--- src/rtl/alu_ctrl_pkg.sv ---
// ALU control codes shared with the decoder, plus the HI/LO multiply FSM encoding.
package alu_ctrl_pkg;

  localparam logic [4:0] ALU_ADD   = 5'b00000;
  localparam logic [4:0] ALU_MULT  = 5'b00011;
  localparam logic [4:0] ALU_MULTU = 5'b00100;
  localparam logic [4:0] ALU_MUL   = 5'b10011;
  localparam logic [4:0] ALU_MADD  = 5'b10100;
  localparam logic [4:0] ALU_MSUB  = 5'b10101;

  typedef enum logic [1:0] {
    ST_IDLE = 2'd0,
    ST_CALC = 2'd1,
    ST_ACC  = 2'd2
  } mult_state_t;

  function automatic logic is_mult_op(input logic [4:0] code);
    return (code == ALU_MULT) || (code == ALU_MULTU) || (code == ALU_MUL) ||
           (code == ALU_MADD) || (code == ALU_MSUB);
  endfunction

endpackage

--- src/rtl/mult_seq_core.sv ---
// Unsigned WIDTH x WIDTH radix-2 shift-add multiplier; one partial product per step.
module mult_seq_core #(
  parameter int WIDTH = 32
) (
  input  logic                 clk,
  input  logic                 rst_n,
  input  logic                 load,
  input  logic                 step,
  input  logic [WIDTH-1:0]     mcand_in,
  input  logic [WIDTH-1:0]     mplier_in,
  output logic [2*WIDTH-1:0]   prod,
  output logic                 last
);

  localparam int CW = $clog2(WIDTH + 1);

  logic [WIDTH-1:0] mcand;
  logic [CW-1:0]    count;
  logic [WIDTH:0]   sum;

  // Multiplier sits in the low half and is consumed LSB-first as the product shifts in.
  assign sum  = {1'b0, prod[2*WIDTH-1:WIDTH]} + (prod[0] ? {1'b0, mcand} : '0);
  assign last = (count == CW'(WIDTH - 1));

  always_ff @(posedge clk or negedge rst_n) begin
    if (!rst_n) begin
      mcand <= '0;
      prod  <= '0;
      count <= '0;
    end else if (load) begin
      mcand <= mcand_in;
      prod  <= {{WIDTH{1'b0}}, mplier_in};
      count <= '0;
    end else if (step) begin
      prod  <= {sum, prod[WIDTH-1:1]};
      count <= count + 1'b1;
    end
  end

endmodule

--- src/rtl/hilo_mult_unit.sv ---
// Multi-cycle MULT/MULTU/MUL/MADD/MSUB unit owning the architectural HI/LO registers.
module hilo_mult_unit
  import alu_ctrl_pkg::*;
#(
  parameter int WIDTH = 32
) (
  input  logic             Clk,
  input  logic             Rst,
  input  logic             Start,
  input  logic [4:0]       ALUControl,
  input  logic [WIDTH-1:0] A,
  input  logic [WIDTH-1:0] B,
  input  logic             HiWrite,
  input  logic             LoWrite,
  input  logic [WIDTH-1:0] WrData,
  output logic [WIDTH-1:0] Hi,
  output logic [WIDTH-1:0] Lo,
  output logic [WIDTH-1:0] MulResult,
  output logic             Busy,
  output logic             Done
);

  mult_state_t        state;
  logic [4:0]         op;
  logic               sign;
  logic               start_ok;
  logic               signed_op;
  logic [WIDTH-1:0]   mag_a;
  logic [WIDTH-1:0]   mag_b;
  logic [2*WIDTH-1:0] prod;
  logic [2*WIDTH-1:0] p;
  logic [2*WIDTH-1:0] hilo;
  logic               core_last;

  assign start_ok  = (state == ST_IDLE) && Start && is_mult_op(ALUControl);
  assign signed_op = (ALUControl != ALU_MULTU);
  // Negating the most negative value yields the correct unsigned magnitude.
  assign mag_a     = (signed_op && A[WIDTH-1]) ? (~A + 1'b1) : A;
  assign mag_b     = (signed_op && B[WIDTH-1]) ? (~B + 1'b1) : B;
  assign p         = sign ? (~prod + 1'b1) : prod;
  assign hilo      = {Hi, Lo};

  mult_seq_core #(.WIDTH(WIDTH)) u_core (
    .clk       (Clk),
    .rst_n     (Rst),
    .load      (start_ok),
    .step      (state == ST_CALC),
    .mcand_in  (mag_a),
    .mplier_in (mag_b),
    .prod      (prod),
    .last      (core_last)
  );

  always_ff @(posedge Clk or negedge Rst) begin
    if (!Rst) begin
      state     <= ST_IDLE;
      op        <= '0;
      sign      <= 1'b0;
      Hi        <= '0;
      Lo        <= '0;
      MulResult <= '0;
      Busy      <= 1'b0;
      Done      <= 1'b0;
    end else begin
      Done <= 1'b0;
      case (state)
        ST_IDLE: begin
          if (HiWrite) Hi <= WrData;
          if (LoWrite) Lo <= WrData;
          if (start_ok) begin
            op    <= ALUControl;
            sign  <= signed_op & (A[WIDTH-1] ^ B[WIDTH-1]);
            Busy  <= 1'b1;
            state <= ST_CALC;
          end
        end
        ST_CALC: begin
          if (core_last) state <= ST_ACC;
        end
        ST_ACC: begin
          case (op)
            ALU_MULT, ALU_MULTU: {Hi, Lo} <= p;
            ALU_MADD:            {Hi, Lo} <= hilo + p;
            ALU_MSUB:            {Hi, Lo} <= hilo - p;
            ALU_MUL:             MulResult <= p[WIDTH-1:0];
            default:             ;
          endcase
          Busy  <= 1'b0;
          Done  <= 1'b1;
          state <= ST_IDLE;
        end
        default: state <= ST_IDLE;
      endcase
    end
  end

endmodule

--- config.mk ---
export PLATFORM = sky130hd
export DESIGN_NAME = hilo_mult_unit
export DESIGN_NICKNAME = d
export VERILOG_FILES = /design/src/rtl/alu_ctrl_pkg.sv /design/src/rtl/mult_seq_core.sv /design/src/rtl/hilo_mult_unit.sv
export SDC_FILE = /design/constraint.sdc
export NUM_CORES = 1
export LEC_CHECK = 0
export ABC_CLOCK_PERIOD_IN_PS = 7700
export BUFFER_PORTS_ARGS = -buffer_cell sky130_fd_sc_hd__buf_2
export CAP_MARGIN = 20
export CORE_MARGIN = 10
export CORE_UTILIZATION = 45
export DETAILED_ROUTE_END_ITERATION = 6
export GPL_TIMING_DRIVEN = 0
export HOLD_SLACK_MARGIN = 0.02
export PLACE_DENSITY_LB_ADDON = 0.1
export SYNTH_ARGS = -nofsm -noshare
export SYNTH_HDL_FRONTEND = slang
export SYNTH_HIERARCHICAL = 1
export SYNTH_SLANG_ARGS = --single-unit
--- constraint.sdc ---
create_clock -name Clk -period 7.7 [get_ports Clk]
set_input_delay 0.385 -clock Clk [delete_from_list [all_inputs] [get_ports Clk]]
set_output_delay 0.385 -clock Clk [all_outputs]
set_load 0.01 [all_outputs]
# After elaboration in Yosys (flattened, before gate mapping)
# Cells that the tools add are included.
[totals]
register_bits = 208
input_bits = 106
output_inout_bits = 98
elab_cells = 80
[op_classes]
add_sub_neg = 7
eq_ne = 19
muxes = 20
n_bitwise = 5
n_reduce_logical = 18
[ops]
columns = ["op", "n"]
rows = [
  ["2-to-1 mux 64 bit", 3],
  ["case mux 32 bit (3 select lines)", 2],
  ["2-to-1 mux 32 bit", 5],
  ["case mux 32 bit (2 select lines)", 2],
  ["adder 32 x 1 -> 32 bit, second input constant", 2],
  ["adder 64 x 1 -> 64 bit, second input constant", 1],
  ["adder 64 bit", 1],
  ["NOT 32 bit", 2],
  ["NOT 64 bit", 1],
  ["subtractor 64 bit", 1],
  ["adder 32 x 33 -> 33 bit", 1],
  ["equality test 5 bit, second input constant", 6],
  ["2-to-1 mux 6 bit", 2],
  ["equality test 5 x 2 -> 1 bit, second input constant", 2],
  ["equality test 5 x 3 -> 1 bit, second input constant", 2],
  ["!= test 2 bit, second input constant", 4],
  ["AND reduction 2 bit", 4],
  ["adder 6 x 1 -> 6 bit, second input constant", 1],
  ["equality test 6 x 5 -> 1 bit, second input constant", 1],
  ["AND reduction 3 bit", 2],
  ["!= test 5 x 3 -> 1 bit, second input constant", 1],
  ["logical AND 1 bit", 4],
  ["logical OR 1 bit", 4],
  ["2-to-1 mux 2 bit", 2],
  ["11 further kinds", 13],
]

# Depth between registers and ports, before layout
# Gate-level depths: netlist of run 1.
[logic_depth]
word_depth = 8
depth_mapped = 22
ltp_nobuf = 21

# Modules after synthesis
# The synthesis of run 1 kept the hierarchy.
[modules_own_cells]
columns = ["mod", "n_inst", "cells_each", "area_each_um2", "seq_area_each_um2"]
rows = [
  ["hilo_mult_unit", 1, 2242, 15771.4, 2652.5],
  ["mult_seq_core", 1, 638, 6231.0, 2552.4],
]

# Worst setup path after synthesis of run 1
# OpenSTA, ideal clock, no wires.
[synth_timing]
path_kind = "register to register"
startpoint = "register u_core.prod[11]"
endpoint = "register Hi[31]"
setup_ns = 0.104
arrival_time_ns = 5.381
t_required_ns = 7.596
slack_ns = 2.216
stages_incl_launch_ff = 19
path_buffers = 0
period_less_slack_ns = 5.484
cell_sequence = "dfrtp_1 > or4_4 > or4_4 > or4_4 > or3_4 > nand3b_4 > o41ai_2 > xor2_1 > inv_1 > ha_1 > or4_1 > nand2b_1 > o211ai_1 > nor4_1 > a2111oi_0 > o311ai_0 > nand3_1 > mux2i_1 > a221oi_1"
[synth_between]
elab_chain_cells = 6
elab_cells_between_ends = 7
classes_between = "add/sub: 3; mux: 3; bitwise: 1"
[synth_rtl]
columns = ["element", "line_no", "text"]
rows = [
  ["start, declared", "mult_seq_core.sv:11", "output logic [2*WIDTH-1:0] prod,"],
  ["start signal, assigned", "mult_seq_core.sv:32", "prod <= {{WIDTH{1'b0}}, mplier_in};"],
  ["start signal, assigned", "mult_seq_core.sv:35", "prod <= {sum, prod[WIDTH-1:1]};"],
  ["NOT 64 bit", "hilo_mult_unit.sv:40", "assign p = sign ? (~prod + 1'b1) : prod;"],
  ["adder 64 x 1 -> 64 bit", "hilo_mult_unit.sv:40", ""],
  ["2-to-1 mux 64 bit (*)", "hilo_mult_unit.sv:40", ""],
  ["subtractor 64 bit / adder 64 bit (equally long branches)", "hilo_mult_unit.sv:84, hilo_mult_unit.sv:83", ""],
  ["case mux 32 bit (3 select lines) (*)", "hilo_mult_unit.sv:81", "case (op)"],
  ["case mux 32 bit (2 select lines) (*)", "hilo_mult_unit.sv:66", "case (state)"],
  ["end signal, assigned", "hilo_mult_unit.sv:68", "if (HiWrite) Hi <= WrData;"],
  ["end signal, assigned", "hilo_mult_unit.sv:82", "ALU_MULT, ALU_MULTU: {Hi, Lo} <= p;"],
  ["end signal, assigned", "hilo_mult_unit.sv:84", "ALU_MSUB: {Hi, Lo} <= hilo - p;"],
  ["end, declared", "hilo_mult_unit.sv:16", "output logic [WIDTH-1:0] Hi,"],
]
# Mark *: on every way between the ends. The rest lies on a longest branch, timed or not.
# A chain may end at the register's enable or synchronous reset.

# Worst setup path in the final report of run 1
[layout_timing]
startpoint = "register u_core.prod[0]"
endpoint = "register Hi[31]"
[layout_between]
elab_chain_cells = 6
elab_cells_between_ends = 7
classes_between = "add/sub: 3; mux: 3; bitwise: 1"
[layout_rtl]
columns = ["element", "line_no", "text"]
rows = [
  ["NOT 64 bit (*)", "hilo_mult_unit.sv:40", ""],
  ["adder 64 x 1 -> 64 bit (*)", "hilo_mult_unit.sv:40", ""],
  ["2-to-1 mux 64 bit (*)", "hilo_mult_unit.sv:40", ""],
  ["net p[16]", "hilo_mult_unit.sv:31", "logic [2*WIDTH-1:0] p;"],
  ["subtractor 64 bit / adder 64 bit (equally long branches)", "hilo_mult_unit.sv:84, hilo_mult_unit.sv:83", ""],
  ["case mux 32 bit (3 select lines) (*)", "hilo_mult_unit.sv:81", ""],
  ["case mux 32 bit (2 select lines) (*)", "hilo_mult_unit.sv:66", ""],
]
# Mark *: on every way through the listed nets, which the timed path passes. The rest lies on a longest branch.

==> qor.tcl, run 1 <==
set qor(synth-edff-count) 0
set qor(asyncSetResetFlopFracSynth_pct) 100.0
set qor(routed_wire_length_per_instance_um) 26.83
set qor(path_buf_inv) 4
set qor(fraction_of_the_cycle_the_final_worst_path_needs_pct) 98.66
set qor(yosysWarnings) 6
set qor(hold_path_depth) 2
set qor(timing.slew.headroom_pct) 14.79
set qor(crit_family) {compound AO/OA/AOI/OAI gates}
set qor(cts_max_path_buffers) 3
set qor(boundaryPins) 204
set qor(core_area_mm2) 0.04805
set qor(grt_use_total_pct) 33.60
set qor(post_synth_xor_area_fraction_pct) 8.041
set qor(max_freq_mhz) 131.6
set qor(area_fraction_in_and_or_nand_and_nor_cells_after_synthesis_pct) 20.38
set qor(die_footprint_mm2) 0.05814
set qor(r2r_setup_slack_ns) 0.10
set qor(largest_cells_by_area_after_synthesis) {sky130_fd_sc_hd__dfrtp_1 (24%), sky130_fd_sc_hd__ha_1 (9.7%), sky130_fd_sc_hd__o21ai_0 (6.1%), sky130_fd_sc_hd__a21oi_1 (5.6%), sky130_fd_sc_hd__nand2_1 (5.2%)}
set qor(crit_required_ns) 8.19
set qor(numCtsBuffers) 27
set qor(layout.nets) 3401
set qor(dr_total_vias) 24070
set qor(worst_setup_path_end_kind) {flop}
set qor(detail_route.wirelength_mm) 100.8
set qor(fin_tns_setup_ns) 0
set qor(timing.critical_path.from) {u_core/prod[0]}
set qor(fp.dieH_um) 241.1
set qor(ant_nets) 0
set qor(yosys.area.top_type_share_pct) 23.66
set qor(place_congestion) 1.027
set qor(setup_viol) 0
set qor(cell_accounting_for_the_most_synthesized_area) {sky130_fd_sc_hd__dfrtp_1}
set qor(post_synth_inst_count) 2880
set qor(cp_slowest_cell) {sky130_fd_sc_hd__a2111oi_0}
set qor(critical_path.max_stage_delay_ns) 0.87
set qor(detailedRoute.firstIterationViolations) 2482
set qor(crit_path_cell_trace) {inv_1 -> ha_1 -> nor2b_1 -> nand4_1 -> o41ai_1 -> xor2_1 -> inv_1 -> ha_1 -> clkbuf_1 -> inv_1 -> a2111oi_0 -> a2111oi_0 -> nor3_1 -> nand2_1 -> a22oi_2 -> a2111oi_0 -> o311ai_0 -> nand3_1 -> mux2i_1 -> a221oi_1}
set qor(dieWidth_um) 241.1
set qor(fp-row-count) 80
set qor(setup.worst_path.class) {reg -> reg}
set qor(io_buffer_count) 203
set qor(first_pass_grt_wire_length_mm) 147.8
set qor(startpoint_type_of_the_worst_setup_path) {flop}
set qor(syn_area_mm2) 0.02200
set qor(tightest_slew_ns) 1.246
set qor(finalHoldViolCount) 0
set qor(ys_seq_elements) 208
set qor(cts_setup_buffers) 0
set qor(rsz0062_at_grt) {false}
set qor(drive_above_1_share_pct) 10.79
set qor(drt_first_pass_iters) 6
set qor(ff2ff_path_depth) 20
set qor(synth.yosys.seq_area_share_pct) 23.66
set qor(maximum_number_of_pins_on_one_net_before_global_route_repair) 119
set qor(rr_endpoint) {Hi[31]}
set qor(path_max_fanout) 11
set qor(worst_ep_arrival_ns) 8.09
set qor(timing.hold.worst.class) {in -> reg}
set qor(ys_dominant_reg_cell) {sky130_fd_sc_hd__dfrtp_1}
set qor(hold-path-endpoint) {u_core/mcand[0]}
set qor(final_period_minus_worst_setup_slack_ns) 7.597
set qor(clock_tree.htree_level_count) 1
set qor(antenna_cells) 0
set qor(synth_compound_area_share_pct) 27.30
set qor(path_clk_slew_ns) 0.06
set qor(synth_nets) 3159
set qor(drt-vias-per-instance) 6.406
set qor(cts_root_buf) {sky130_fd_sc_hd__clkbuf_16}
set qor(clock_latency_ns) 0.59
set qor(synthAdderAreaFrac_pct) 9.940
set qor(grt-ovfl-total) 0
set qor(syn_avg_cell_area_um2) 7.640
set qor(initial_utilization_pct) 45.79
set qor(hold_path_startpoint) {A[0]}
set qor(final-max-slew-violation-count) 0
set qor(reg2reg_from) {u_core/prod[0]}
set qor(place_hpwl_mm) 82.38
set qor(antenna_violations_before_repair) 0
set qor(area_growth_syn_to_layout_pct) 12.85
set qor(status) {completed}
set qor(first_global_vias) 23260
set qor(detail_route.drc_violations) 0
set qor(tritoncts_num_sinks) 208
set qor(cts_tree) {done}
set qor(fillers) 4785
set qor(synth_mux_area_share_pct) 5.107
set qor(synth_top_family_by_area) {compound AO/OA/AOI/OAI gates}
set qor(max_cap_check_violation_count) 0
set qor(finClkSkew_ns) 0.01785
set qor(yosysUniqueCellTypes) 83
## cell type report
cell class / count / area [µm²] / share of cell area (%)
multi-input combinational: 2360 / 15570 / 62.73
clock buffer: 38 / 767.0 / 3.089
inverter: 159 / 596.8 / 2.404
timing repair buffer: 213 / 1156 / 4.656
tap: 615 / 769.5 / 3.099
clock inverter: 11 / 128.9 / 0.5191
buffer: 153 / 630.6 / 2.540
sequential: 208 / 5205 / 20.96
## flip-flops by register name, summed over array words and instances, names as in the netlist
| name | count |
|---|---|
| state | 2 |
| sign | 1 |
| op | 5 |
| u_core/mcand | 32 |
| Busy | 1 |
| u_core/prod | 64 |
| Done | 1 |
| MulResult | 32 |
| Lo | 32 |
| Hi | 32 |
| u_core/count | 6 |
## timing repair
| item | 4_1_cts | 5_1_grt |
|---|---|---|
| hold buffers | 2 | 0 |
| endpoints found under the hold margin | 121 | 0 |
| setup endpoints to repair | 0 | 1 |
| gates resized for setup | 0 | 1 |
## layout by cell type (no fill, tap or decap), types with 14 or more instances in the layout
| master | instances |
|---|---|
| sky130_fd_sc_hd__ha_1 | 170 |
| sky130_fd_sc_hd__nor3_1 | 61 |
| sky130_fd_sc_hd__and2_1 | 42 |
| sky130_fd_sc_hd__xnor2_1 | 129 |
| sky130_fd_sc_hd__o41ai_1 | 19 |
| sky130_fd_sc_hd__a21oi_1 | 245 |
| sky130_fd_sc_hd__and3_1 | 14 |
| sky130_fd_sc_hd__nand2b_1 | 24 |
| sky130_fd_sc_hd__inv_1 | 157 |
| sky130_fd_sc_hd__buf_2 | 207 |
| sky130_fd_sc_hd__nand3_1 | 52 |
| sky130_fd_sc_hd__clkbuf_1 | 140 |
| sky130_fd_sc_hd__o31ai_1 | 65 |
| sky130_fd_sc_hd__dfrtp_1 | 208 |
| sky130_fd_sc_hd__xor2_1 | 73 |
| sky130_fd_sc_hd__nor4_1 | 40 |
| sky130_fd_sc_hd__or3_1 | 24 |
| sky130_fd_sc_hd__a211o_1 | 14 |
| sky130_fd_sc_hd__a21o_1 | 43 |
| sky130_fd_sc_hd__nor2b_1 | 31 |
| sky130_fd_sc_hd__a31oi_1 | 29 |
| sky130_fd_sc_hd__nand4_1 | 32 |
| sky130_fd_sc_hd__o21ai_0 | 268 |
| sky130_fd_sc_hd__clkbuf_16 | 27 |
| sky130_fd_sc_hd__mux2i_1 | 74 |
| sky130_fd_sc_hd__nand2_1 | 302 |
| sky130_fd_sc_hd__o21bai_1 | 53 |
| sky130_fd_sc_hd__o21a_1 | 19 |
| sky130_fd_sc_hd__nor2_1 | 226 |
| sky130_fd_sc_hd__a211oi_1 | 43 |
| sky130_fd_sc_hd__o211ai_1 | 27 |
| sky130_fd_sc_hd__mux2_2 | 34 |
| sky130_fd_sc_hd__or4_1 | 30 |
## stage by stage
step | hold slack, ns | utilization (%) | std cells | setup slack, ns | instance area, µm²
floorplan | 0.08941 | - | 2880 | 2.216 | 22000
global placement | 0.4595 | 49.51 | 3698 | 0.01558 | 23790
detailed placement | 0.1697 | 49.75 | 3705 | 0.2064 | 23900
CTS | 0.06516 | 51.66 | 3756 | 0.1703 | 24820
global route | 0.08065 | 51.68 | 3757 | 0.01942 | 24830
finish | 0.09147 | 51.68 | 3757 | 0.1030 | 24830
## synth_stat cells (all sizes together) (10+ instances only)
cell type / n
o21a: 20
o22ai: 10
o211ai: 27
buf: 19
inv: 157
a211o: 14
and2: 43
a211oi: 44
nand3: 52
clkbuf: 134
mux2i: 74
a21oi: 245
or4: 33
nor4: 40
ha: 170
nand4: 33
o21bai: 53
dfrtp: 208
o21ai: 273
a221oi: 10
a31oi: 29
o2111ai: 11
o41ai: 21
nand2b: 24
mux2: 34
nor3: 61
nand2: 302
o31ai: 65
or3: 25
and3: 14
or2: 12
xnor2: 129
nor2: 226
a31o: 13
xor2: 73
a21o: 43
nor2b: 31
## how the worst max path moves through the flow
| stage | end | cells after the start |
|---|---|---|
| after global placement | Hi[31] | 18 |
| final | Hi[31] | 20 |
| after global routing | Hi[31] | 20 |
| after floorplan | Hi[31] | 18 |
| after CTS | Hi[31] | 20 |
| after detailed placement | Hi[31] | 20 |
## kinds of logic after synthesis
family	Yosys count
compound gates	949
flops	208
simple gates	928
fa+ha+maj	173
mux	108
xor+xnor	202
buf+inv	312
## per-layer routing
metal  GRT usage, %  share of wire, %  vias up
li1               -                 -    10950
met1          44.06                42    11610
met2          52.44                44     1262
met3          6.422               8.8      251
met4          15.83               5.3        2
met5              0             0.023        -
## worst reg2reg max path, stage by stage (launching register included)
cell and delay (ns):
sky130_fd_sc_hd__dfrtp_1 0.56, sky130_fd_sc_hd__inv_1 0.21, sky130_fd_sc_hd__ha_1 0.18, sky130_fd_sc_hd__nor2b_1 0.27, sky130_fd_sc_hd__nand4_1 0.31, sky130_fd_sc_hd__o41ai_1 0.38, sky130_fd_sc_hd__xor2_1 0.66, sky130_fd_sc_hd__inv_1 0.12
sky130_fd_sc_hd__ha_1 0.30, sky130_fd_sc_hd__clkbuf_1 0.37, sky130_fd_sc_hd__inv_1 0.21, sky130_fd_sc_hd__a2111oi_0 0.87, sky130_fd_sc_hd__a2111oi_0 0.47, sky130_fd_sc_hd__nor3_1 0.39, sky130_fd_sc_hd__nand2_1 0.23, sky130_fd_sc_hd__a22oi_2 0.54
sky130_fd_sc_hd__a2111oi_0 0.32, sky130_fd_sc_hd__o311ai_0 0.44, sky130_fd_sc_hd__nand3_1 0.23, sky130_fd_sc_hd__mux2i_1 0.16, sky130_fd_sc_hd__a221oi_1 0.28
Power of run 1 is left out: the tool's default activity adds up to more than one toggle a clock period on the data nets, which glitch-free logic cannot reach.
==> run 2, diff against run 1 <==
--- a/config.mk
+++ b/config.mk
@@ -11,4 +11,5 @@
 export CORE_MARGIN = 10
 export CORE_UTILIZATION = 45
+export CTS_CLUSTER_SIZE = 25
 export DETAILED_ROUTE_END_ITERATION = 6
 export GPL_TIMING_DRIVEN = 0
@@ -17,4 +18,3 @@
 export SYNTH_ARGS = -nofsm -noshare
 export SYNTH_HDL_FRONTEND = slang
-export SYNTH_HIERARCHICAL = 1
 export SYNTH_SLANG_ARGS = --single-unit
==> constraint.sdc (replaced) <==
create_clock -name Clk -period 7.7 [get_ports Clk]
set_input_delay 0.77 -clock Clk [delete_from_list [all_inputs] [get_ports Clk]]
set_output_delay 0.77 -clock Clk [all_outputs]
set_load 0.01 [all_outputs]
==> run 2 against run 1 <==
Clock-buffer cell count decreased by 3. Worst hold slack improved by 0.070 ns. Register-to-register slack barely moved. Sequential share of layout area rose by 0.58 points. Largest cell class unchanged. Synthesized area down 2.8%. Non-clock buffer count is 5 higher. Wire length decreased by 0.85%.
==> qor.tcl, run 2 <==
set qor(status) {completed}
set qor(dieWidth_um) 238.0 ;# -1.3%
set qor(area_fraction_in_and_or_nand_and_nor_cells_after_synthesis_pct) 21.61 ;# +1.2 points
set qor(synth.yosys.seq_area_share_pct) 24.33 ;# +0.68 points
set qor(yosysWarnings) 0 ;# -6
set qor(rsz0062_at_grt) {false}
set qor(synth_mux_area_share_pct) 0.5790 ;# -4.5 points
set qor(final-max-slew-violation-count) 0 ;# unchanged
set qor(area_growth_syn_to_layout_pct) 12.96
set qor(drt-vias-per-instance) 6.399 ;# -0.12%
set qor(timing.hold.worst.class) {in -> async}
set qor(cts_setup_buffers) 0 ;# unchanged
set qor(synth_nets) 3166 ;# +0.22%
set qor(worst_setup_path_end_kind) {flop}
set qor(cts_tree) {done}
set qor(fp-row-count) 79 ;# -1.3%
set qor(synth-edff-count) 0 ;# unchanged
set qor(flip_flop_count_of_the_largest_register_after_layout) 64 ;# unchanged
set qor(antenna_cells) 0 ;# unchanged
set qor(syn_avg_cell_area_um2) 7.410 ;# -3.0%
set qor(path_clk_slew_ns) 0.08 ;# +0.02 ns
set qor(post_synth_xor_area_fraction_pct) 8.914 ;# +0.87 points
set qor(synth.most_common_cell) {sky130_fd_sc_hd__nand2_1}
set qor(initial_utilization_pct) 45.75 ;# about the same
set qor(final_cells) 3751 ;# -0.16%
set qor(first_global_vias) 23200 ;# -0.27%
set qor(placed_cells_incl_taps) 3703 ;# -0.054%
set qor(setup_viol) 0 ;# unchanged
set qor(tightest_slew_ns) 1.397 ;# +0.1509 ns
set qor(timing.slew.headroom_pct) 6.873 ;# -7.9 points
set qor(io_buffer_count) 203 ;# unchanged
set qor(numCtsBuffers) 27 ;# unchanged
set qor(crit_required_ns) 8.17 ;# -0.02 ns
set qor(ys_dominant_reg_cell) {sky130_fd_sc_hd__dfrtp_1}
set qor(max_freq_mhz) 131.8 ;# about the same
set qor(tritoncts_num_sinks) 208 ;# unchanged
set qor(detail_route.drc_violations) 0 ;# unchanged
set qor(setup.worst_path.class) {reg -> reg}
set qor(synth_compound_area_share_pct) 28.82 ;# +1.5 points
set qor(final_period_minus_worst_setup_slack_ns) 7.590 ;# -0.007502 ns
set qor(sequential_cell_area_mm2) 0.005205 ;# unchanged
set qor(combined_area_of_the_multi_input_logic_cells_mm2) 0.01501 ;# -3.6%
set qor(syn_area_mm2) 0.02139 ;# -2.8%
set qor(ctsHoldBuffers) 0 ;# -2
set qor(asyncSetResetFlopFracSynth_pct) 100.0 ;# unchanged
set qor(detailedRoute.firstIterationViolations) 3037 ;# +22%
set qor(place_hpwl_mm) 81.16 ;# -1.5%
set qor(yosysUniqueCellTypes) 85 ;# +2.4%
set qor(clock_tree.htree_level_count) 1 ;# unchanged
set qor(detail_route.wirelength_mm) 99.95 ;# -0.85%
set qor(fp.dieH_um) 238.0 ;# -1.3%
set qor(drive_above_1_share_pct) 9.701 ;# -1.1 points
set qor(ys_seq_elements) 208 ;# unchanged
set qor(boundaryPins) 204 ;# unchanged
set qor(dr_total_vias) 24000 ;# -0.28%
set qor(layout.nets) 3404 ;# +0.088%
set qor(startpoint_type_of_the_worst_setup_path) {flop}
set qor(yosys.area.top_type_share_pct) 24.33 ;# +0.68 points
set qor(cts_max_path_buffers) 3 ;# unchanged
set qor(clock_latency_ns) 0.58 ;# about the same
set qor(drt_first_pass_iters) 6 ;# unchanged
set qor(cts_root_buf) {sky130_fd_sc_hd__clkbuf_16}
set qor(finClkSkew_ns) 0.02986 ;# +0.01201 ns
set qor(routed_wire_length_per_instance_um) 26.65 ;# -0.69%
set qor(path_max_fanout) 10 ;# -1
set qor(worst_ep_arrival_ns) 8.06 ;# -0.03 ns
set qor(post_synth_inst_count) 2887 ;# +0.24%
set qor(grt-ovfl-total) 0 ;# unchanged
set qor(maximum_number_of_pins_on_one_net_before_global_route_repair) 122 ;# +2.5%
set qor(core_area_mm2) 0.04675 ;# -2.7%
set qor(finalHoldViolCount) 0 ;# unchanged
set qor(antenna_violations_before_repair) 1 ;# +1
set qor(layout_commonest_cell) {sky130_fd_sc_hd__nand2_1}
set qor(place_congestion) 1.016 ;# -1.1%
set qor(layout_common_cells) {sky130_fd_sc_hd__nand2_1 (321), sky130_fd_sc_hd__o21ai_0 (288), sky130_fd_sc_hd__a21oi_1 (261), sky130_fd_sc_hd__nor2_1 (240), sky130_fd_sc_hd__buf_2 (211)}
set qor(die_footprint_mm2) 0.05666 ;# -2.5%
set qor(ant_nets) 0 ;# unchanged
set qor(grt_use_total_pct) 33.74 ;# +0.13 points
set qor(synth_top_family_by_area) {compound AO/OA/AOI/OAI gates}
set qor(max_cap_check_violation_count) 0 ;# unchanged
set qor(synthAdderAreaFrac_pct) 10.22 ;# +0.28 points
set qor(top_register) {u_core.prod}
set qor(cell_accounting_for_the_most_synthesized_area) {sky130_fd_sc_hd__dfrtp_1}
set qor(fillers) 4684 ;# -2.1%
set qor(fin_tns_setup_ns) 0 ;# unchanged
set qor(synth_common_cells) {sky130_fd_sc_hd__nand2_1 (321), sky130_fd_sc_hd__o21ai_0 (288), sky130_fd_sc_hd__a21oi_1 (261)}
set qor(first_pass_grt_wire_length_mm) 146.9 ;# -0.66%
set qor(fraction_of_the_cycle_the_final_worst_path_needs_pct) 98.57 ;# about the same
set qor(largest_cells_by_area_after_synthesis) {sky130_fd_sc_hd__dfrtp_1 (24%), sky130_fd_sc_hd__ha_1 (9.9%), sky130_fd_sc_hd__o21ai_0 (6.7%), sky130_fd_sc_hd__a21oi_1 (6.1%), sky130_fd_sc_hd__nand2_1 (5.6%)}
[run 2: path summary, 6_finish.rpt]
kind | start | to | slack (ns) | cells past startpoint
setup / recovery | u_core.prod[0] | Hi[31] | 0.11 | 24
hold / removal | Rst | Hi[9] | 0.16 | 1
setup reg to reg | u_core.prod[0] | Hi[31] | 0.11 | 24
hold reg to reg | u_core.mcand[6] | u_core.mcand[6] | 0.47 | 2
max in group asynchronous | Rst | u_core.mcand[6] | 6.43 | 2
min in group Clk | u_core.mcand[6] | u_core.mcand[6] | 0.47 | 2
[run 2: through the flow]
stage / util [%] / hold WS, ns / setup slack, ns / instance area (µm²)
2_1_floorplan: - / 0.4424 / 2.153 / 21390
3_3_place_gp: 49.55 / 0.4584 / 0.3568 / 23170
3_5_place_dp: 49.73 / 0.4664 / 0.3682 / 23250
4_1_cts: 51.67 / 0.2326 / 0.3569 / 24160
5_1_grt: 51.68 / 0.2410 / 0.004482 / 24160
6_report: 51.68 / 0.1615 / 0.1105 / 24160
[run 2: worst max-delay path, cell delays in order, from the launching register on]
cell and delay, ns:
sky130_fd_sc_hd__dfrtp_1 0.45, sky130_fd_sc_hd__clkbuf_1 0.33, sky130_fd_sc_hd__inv_1 0.17, sky130_fd_sc_hd__ha_1 0.22
sky130_fd_sc_hd__nand3b_1 0.18, sky130_fd_sc_hd__or3_1 0.48, sky130_fd_sc_hd__nor3_2 0.46, sky130_fd_sc_hd__nand4_1 0.39
sky130_fd_sc_hd__or4_1 0.69, sky130_fd_sc_hd__o31ai_1 0.30, sky130_fd_sc_hd__xor2_1 0.35, sky130_fd_sc_hd__inv_1 0.08
sky130_fd_sc_hd__ha_1 0.27, sky130_fd_sc_hd__clkbuf_1 0.20, sky130_fd_sc_hd__a21oi_1 0.23, sky130_fd_sc_hd__nor2_1 0.06
sky130_fd_sc_hd__o21ai_0 0.30, sky130_fd_sc_hd__a21o_1 0.17, sky130_fd_sc_hd__a21oi_1 0.08, sky130_fd_sc_hd__a2111oi_0 0.90
sky130_fd_sc_hd__o31a_1 0.38, sky130_fd_sc_hd__nor4_1 0.08, sky130_fd_sc_hd__mux2_2 0.28, sky130_fd_sc_hd__nor4_1 0.35
sky130_fd_sc_hd__nand2_1 0.09
[run 2: what timing repair did]
item                                   in CTS  in global routing
setup endpoints to repair                   0                  1
endpoints found under the hold margin       0                  0
gates resized for setup                     0                  1
[run 2: layout make-up]
| class | count | area share [%] |
|---|---|---|
| repair buffers | 209 | 4.536 |
| inverters | 150 | 2.330 |
| multi-input cells | 2367 | 62.13 |
| well taps | 607 | 3.143 |
| plain buffers | 162 | 2.558 |
| clock buffers | 35 | 3.169 |
| clock inverters | 13 | 0.5903 |
| flip-flops and latches | 208 | 21.54 |
[run 2: cells by family after synthesis]
logic type / Yosys count
AOI/OAI and AO/OA: 994
buffers and inverters: 312
adders and majority gates: 173
xor gates and xnor gates: 216
DFF: 208
and+or+nand+nor: 972
muxes: 12
[run 2: per-layer routing]
metal	track usage (%)	routed length, µm	vias to the layer above
met5	0	0	-
met4	14.47	4933	0
met3	5.832	9059	244
met2	54.20	44670	1321
met1	43.96	41290	11550
li1	-	-	10890
Power of run 2 is left out for the same reason.
